**src/rtl/sonar_ranger.sv**
```systemverilog
// HC-SR04 ranging controller: periodic trigger, echo pulse timing in microseconds,
// timeout flagging and a power-of-two boxcar average of the readings.
module sonar_ranger #(
  parameter int TICKS_PER_US = 40,
  parameter int TRIG_US      = 20,
  parameter int PERIOD_US    = 60000,
  parameter int WIDTH        = 12,
  parameter int LOG2_DEPTH   = 3
) (
  input  logic             clk,
  input  logic             reset,
  input  logic             enable,
  input  logic             echo,
  output logic             trig,
  output logic [WIDTH-1:0] dist_us,
  output logic             dist_valid,
  output logic             timeout,
  output logic [WIDTH-1:0] avg_us,
  output logic             avg_valid
);
  localparam int TW    = (TICKS_PER_US > 1) ? $clog2(TICKS_PER_US) : 1;
  localparam int PW    = (PERIOD_US > 1) ? $clog2(PERIOD_US) : 1;
  localparam int DEPTH = 1 << LOG2_DEPTH;
  localparam int SW    = WIDTH + LOG2_DEPTH;
  localparam logic [WIDTH-1:0] DMAX    = '1;
  localparam logic [SW-1:0]    SUM_RST = {DMAX, {LOG2_DEPTH{1'b0}}} - SW'(DEPTH) + SW'(DEPTH);

  localparam logic [2:0] IDLE      = 3'd0;
  localparam logic [2:0] TRIG      = 3'd1;
  localparam logic [2:0] WAIT_ECHO = 3'd2;
  localparam logic [2:0] MEASURE   = 3'd3;
  localparam logic [2:0] HOLDOFF   = 3'd4;

  logic [2:0]       state_q, state_d;
  logic [TW-1:0]    tick_q;
  logic [PW-1:0]    period_q, period_d;
  logic [WIDTH-1:0] pulse_q, pulse_d;
  logic             trig_q, trig_d;
  logic             echo_m_q, echo_s_q;
  logic [WIDTH-1:0] dist_q;
  logic             timeout_q, dist_valid_q;
  logic [WIDTH-1:0] avg_q;
  logic             avg_valid_q;
  logic [SW-1:0]    sum_q, sum_d;
  logic [WIDTH-1:0] mem_q [DEPTH];
  logic [LOG2_DEPTH-1:0] wp_q;

  logic             us_tick, period_end, emit, res_to, restart;
  logic [WIDTH-1:0] res_dist;

  assign us_tick    = (tick_q == TW'(TICKS_PER_US - 1));
  assign period_end = us_tick && (period_q == PW'(PERIOD_US - 1));

  always_comb begin
    state_d  = state_q;
    period_d = period_q;
    pulse_d  = pulse_q;
    trig_d   = trig_q;
    emit     = 1'b0;
    res_dist = DMAX;
    res_to   = 1'b0;
    restart  = 1'b0;
    if (us_tick && state_q != IDLE) period_d = period_q + 1'b1;
    case (state_q)
      IDLE: begin
        trig_d = 1'b0;
        if (enable && us_tick) begin
          state_d  = TRIG;
          period_d = '0;
          trig_d   = 1'b1;
        end
      end
      TRIG: begin
        if (us_tick && period_q == PW'(TRIG_US - 1)) begin
          state_d = WAIT_ECHO;
          trig_d  = 1'b0;
        end
      end
      WAIT_ECHO: begin
        if (period_end) begin
          emit    = 1'b1;
          res_to  = 1'b1;
          restart = 1'b1;
        end else if (echo_s_q) begin
          state_d = MEASURE;
          pulse_d = '0;
        end
      end
      MEASURE: begin
        // A normal echo end wins over a coincident period end.
        if (!echo_s_q) begin
          emit     = 1'b1;
          res_dist = pulse_q;
          if (period_end) restart = 1'b1;
          else            state_d = HOLDOFF;
        end else if (period_end) begin
          emit    = 1'b1;
          res_to  = 1'b1;
          restart = 1'b1;
        end else if (us_tick && pulse_q != DMAX) begin
          pulse_d = pulse_q + 1'b1;
        end
      end
      HOLDOFF: begin
        if (period_end) restart = 1'b1;
      end
      default: state_d = IDLE;
    endcase
    if (restart) begin
      period_d = '0;
      if (enable) begin
        state_d = TRIG;
        trig_d  = 1'b1;
      end else begin
        state_d = IDLE;
      end
    end
  end

  always_ff @(posedge clk or posedge reset) begin
    if (reset) begin
      state_q      <= IDLE;
      tick_q       <= '0;
      period_q     <= '0;
      pulse_q      <= '0;
      trig_q       <= 1'b0;
      echo_m_q     <= 1'b0;
      echo_s_q     <= 1'b0;
      dist_q       <= DMAX;
      timeout_q    <= 1'b0;
      dist_valid_q <= 1'b0;
    end else begin
      tick_q       <= us_tick ? '0 : tick_q + 1'b1;
      echo_m_q     <= echo;
      echo_s_q     <= echo_m_q;
      state_q      <= state_d;
      period_q     <= period_d;
      pulse_q      <= pulse_d;
      trig_q       <= trig_d;
      dist_valid_q <= emit;
      if (emit) begin
        dist_q    <= res_dist;
        timeout_q <= res_to;
      end
    end
  end

  // New sum is used for both the stored sum and the average so avg follows by one clk.
  assign sum_d = sum_q - SW'(mem_q[wp_q]) + SW'(dist_q);

  always_ff @(posedge clk or posedge reset) begin
    if (reset) begin
      for (int i = 0; i < DEPTH; i++) mem_q[i] <= DMAX;
      wp_q        <= '0;
      sum_q       <= SUM_RST;
      avg_q       <= DMAX;
      avg_valid_q <= 1'b0;
    end else begin
      avg_valid_q <= dist_valid_q;
      if (dist_valid_q) begin
        mem_q[wp_q] <= dist_q;
        wp_q        <= wp_q + 1'b1;
        sum_q       <= sum_d;
        avg_q       <= sum_d[SW-1:LOG2_DEPTH];
      end
    end
  end

  assign trig       = trig_q;
  assign dist_us    = dist_q;
  assign dist_valid = dist_valid_q;
  assign timeout    = timeout_q;
  assign avg_us     = avg_q;
  assign avg_valid  = avg_valid_q;
endmodule
```
**config.mk**
```make
export PLATFORM = sky130hd
export DESIGN_NAME = sonar_ranger
export DESIGN_NICKNAME = d
export VERILOG_FILES = /design/src/rtl/sonar_ranger.sv
export SDC_FILE = /design/constraint.sdc
export NUM_CORES = 1
export LEC_CHECK = 0
export CORE_MARGIN = 2
export CORE_UTILIZATION = 60
export DETAILED_ROUTE_END_ITERATION = 10
export PLACE_DENSITY = 0.78
export SYNTH_ARGS = -nofsm -noshare
export SYNTH_HDL_FRONTEND = slang
export SYNTH_SLANG_ARGS = --single-unit
```
**constraint.sdc**
```tcl
create_clock -name clk -period 6.3 [get_ports clk]
set_input_delay 0.63 -clock clk [delete_from_list [all_inputs] [get_ports clk]]
set_output_delay 0.63 -clock clk [all_outputs]
set_load 0.1 [all_outputs]
```
==> results.json <==
{
  "end_kind": "flop",
  "diodes": 0,
  "max_freq_mhz": 218,
  "die_x_um": 126,
  "tightest_slew_ns": 1.18,
  "worst_hold_startpoint": "echo_m_q$_DFF_PP0_",
  "final-setup-viol-count": 0,
  "critPathRequiredTime_ns": 6.65,
  "r2r_end": "avg_us[11]$_DFFE_PP1P_",
  "synth_flop_cell": "dfstp_2",
  "synth_seq_area_share": 0.489,
  "cpPeakStageDelay_ns": 0.98,
  "finalHoldViolations": 0,
  "vdd_drop_max_v": 0.000189,
  "powerDensity_nw_per_um2": 220,
  "period_minus_slack_ns": 4.59,
  "drc_errors": 0,
  "rows": 44,
  "path_buf_inv": 1,
  "synth.distinct_cells": 64,
  "synth_edf_count": 0,
  "start_util": 0.614,
  "tns_ns": 0,
  "path_delay_family": "flip-flops",
  "h-tree-depth": 4,
  "nFillCells": 1037,
  "yosysTopAreaCell": "dfstp_2",
  "synthTopCellsByCount": "120 x dfstp_2, 80 x nand2_1, 67 x mux2_2, 61 x inv_1, 59 x o21ai_0",
  "total_power_mw": 2.19,
  "synth.avg_cell_area_um2": 11.4,
  "cts.sinks": 169,
  "yosys_warnings": 0,
  "critPathSlowestCell": "dfrtp_2",
  "syn_nets": 818,
  "place_congestion": 0.921,
  "port_buffers": 31,
  "grt_pass1_vias": 6347,
  "drv_slew": 0,
  "crit_arrival_ns": 4.94,
  "finalCritPeriodShare": 0.729,
  "synth.most_common_cell": "dfstp_2",
  "clkLatencyLatePin_ns": 0.43,
  "ios": 32,
  "rsz0062_at_grt": "no",
  "rr_worst_depth": 10,
  "r2r_start": "wp_q[0]$_DFFE_PP0P_",
  "antenna_left": 0,
  "cts_tree": "built",
  "seqCellArea_um2": 4380,
  "maxSlewHeadroom": 0.210,
  "hpwlAfterDp_um": 13000,
  "async_flop_share": 1.00,
  "worstPathCellList": "mux4_2 > mux2_2 > fa_1 > inv_1 > fa_1 > a211oi_1 > o21ai_0 > and4_1 > or4_1 > o211ai_1",
  "grt_max_degree": 115,
  "clkTransAtPathRegs_ns": 0.06,
  "antenna_found_initial": 0,
  "hp-class": "reg -> reg",
  "wl_per_cell_um": 19.3,
  "area_growth_pct": 10.9,
  "maxCapViolCount": 0,
  "path_class": "reg -> reg",
  "grt_pass1_wl_um": 32000,
  "clk_path_buf_depth": 2,
  "cp-start-kind": "flop",
  "nets": 831,
  "holdBufCountCts": 0,
  "fp.dieArea_um2": 15900,
  "vias": 6130,
  "overflow": 0,
  "first_pass_iters": 5,
  "first_iter_violations": 396,
  "wirelength_um": 19100,
  "yosys.area.top_type_share": 0.352,
  "cts_made_buffers": 17,
  "path_max_fanout": 32,
  "path_common_cell": "fa_1",
  "via_per_inst": 6.17,
  "hold_depth": 0,
  "drive_above_1_share": 0.345,
  "power.leakage_nw": 3.90,
  "fin_skew_ns": 0.00714,
  "ys_seq_elements": 169,
  "cts_setup_buffers": 0,
  "holdPathEnd": "echo_s_q$_DFF_PP0_",
  "status": "finished, final reports clean",
  "synthCells": 783,
  "grt_usage": 0.255,
  "netlist_area_um2": 8960,
  "post_cts_resized": 0,
  "multi_input_area_um2": 4120,
  "core_area_um2": 14600,
  "clock_tree.root_cell": "clkbuf_16",
  "reg2reg_slack_ns": 1.71,
  "synthTopCellsByArea": "dfstp_2 35%, dfrtp_1 14%, mux2_2 8.4%",
  "die_h_um": 126
}
per-layer routing:
layer	vias to the layer above	track usage	part of all wire
li1	2790	-	-
met5	-	0	0
met1	3122	0.328	0.42
met3	32	0.0476	0.049
met2	186	0.439	0.51
met4	0	0.0821	0.019
per-stage QoR:
| stage | setup WS [ns] | cells | util | hold WS [ns] | area, µm² |
|---|---|---|---|---|---|
| CTS | 1.73 | 993 | 0.681 | 0.360 | 9940 |
| floorplan | 1.29 | 783 | - | 0.331 | 8960 |
| global placement | 1.87 | 961 | 0.640 | 0.338 | 9330 |
| global route | 1.41 | 993 | 0.681 | 0.369 | 9940 |
| detailed placement | 1.72 | 961 | 0.640 | 0.347 | 9330 |
| finish | 1.71 | 993 | 0.681 | 0.359 | 9940 |
logic make-up (layout without fill, tap and decap cells):
logic type	after synthesis	count (layout)	share of synthesized area
AO/OA/AOI/OAI	140	140	0.102
XOR/XNOR	28	28	0.0274
adder cells (fa/ha/maj)	31	31	0.0533
buffers and inverters	106	132	0.0529
flip-flops	169	169	0.489
multiplexers	98	98	0.152
AND/OR/NAND/NOR	211	211	0.123
power by group:
group          internal (mW)  switching (mW)
Clock                  0.640           0.422
Sequential              1.09         0.00185
Combinational        0.00523          0.0253
Total                   1.74           0.449
registers in the layout (all words and copies together), names as in the netlist:
signal	cells
mem_q	96
period_q	16
avg_us	12
dist_us	12
pulse_q	12
tick_q	6
state_q	3
sum_q	3
wp_q	3
avg_valid	1
dist_valid	1
echo_m_q	1
echo_s_q	1
timeout	1
trig	1
area by class of cell:
| cell class | instances | share of cell area |
|---|---|---|
| Timing Repair Buffer | 39 | 0.0373 |
| Tap cell | 184 | 0.0232 |
| Clock inverter | 9 | 0.0109 |
| Inverter | 61 | 0.0235 |
| Multi-Input combinational cell | 508 | 0.414 |
| Sequential cell | 169 | 0.441 |
| Clock buffer | 23 | 0.0502 |
worst max-delay path by stage:
stage,to,depth (start not counted),slack (ns),start
2_1_floorplan,avg_valid$_DFF_PP0_,1,1.29,reset
3_3_place_gp,avg_us[11]$_DFFE_PP1P_,10,1.87,wp_q[0]$_DFFE_PP0P_
3_5_place_dp,avg_us[11]$_DFFE_PP1P_,10,1.72,wp_q[0]$_DFFE_PP0P_
4_1_cts,avg_us[11]$_DFFE_PP1P_,10,1.73,wp_q[0]$_DFFE_PP0P_
5_1_grt,avg_us[11]$_DFFE_PP1P_,10,1.41,wp_q[0]$_DFFE_PP0P_
6_report,avg_us[11]$_DFFE_PP1P_,10,1.71,wp_q[0]$_DFFE_PP0P_
layout by cell type (no fill, tap or decap), drive strengths merged, types with 4 or more instances in the layout:
master         Yosys  routed
nor3              19      19
mux2i              7       7
nand2             80      80
fa                12      12
mux2              67      67
nor4               9       9
a21oi             15      15
dfrtp             49      49
buf               21       8
xor2              12      12
xnor2             16      16
and4               6       6
and3               5       5
clkdlybuf4s50      0      31
or4                5       5
dfstp            120     120
nand3             21      21
nand4              7       7
a31oi              5       5
o211ai             7       7
and2               5       5
clkbuf            24      23
a21o               4       4
o21ai             61      61
mux4              24      24
a211o              4       4
a22o               4       4
inv               61      64
ha                19      19
o22a              16      16
nor2              35      35
(Power assumes the default switching activity.)
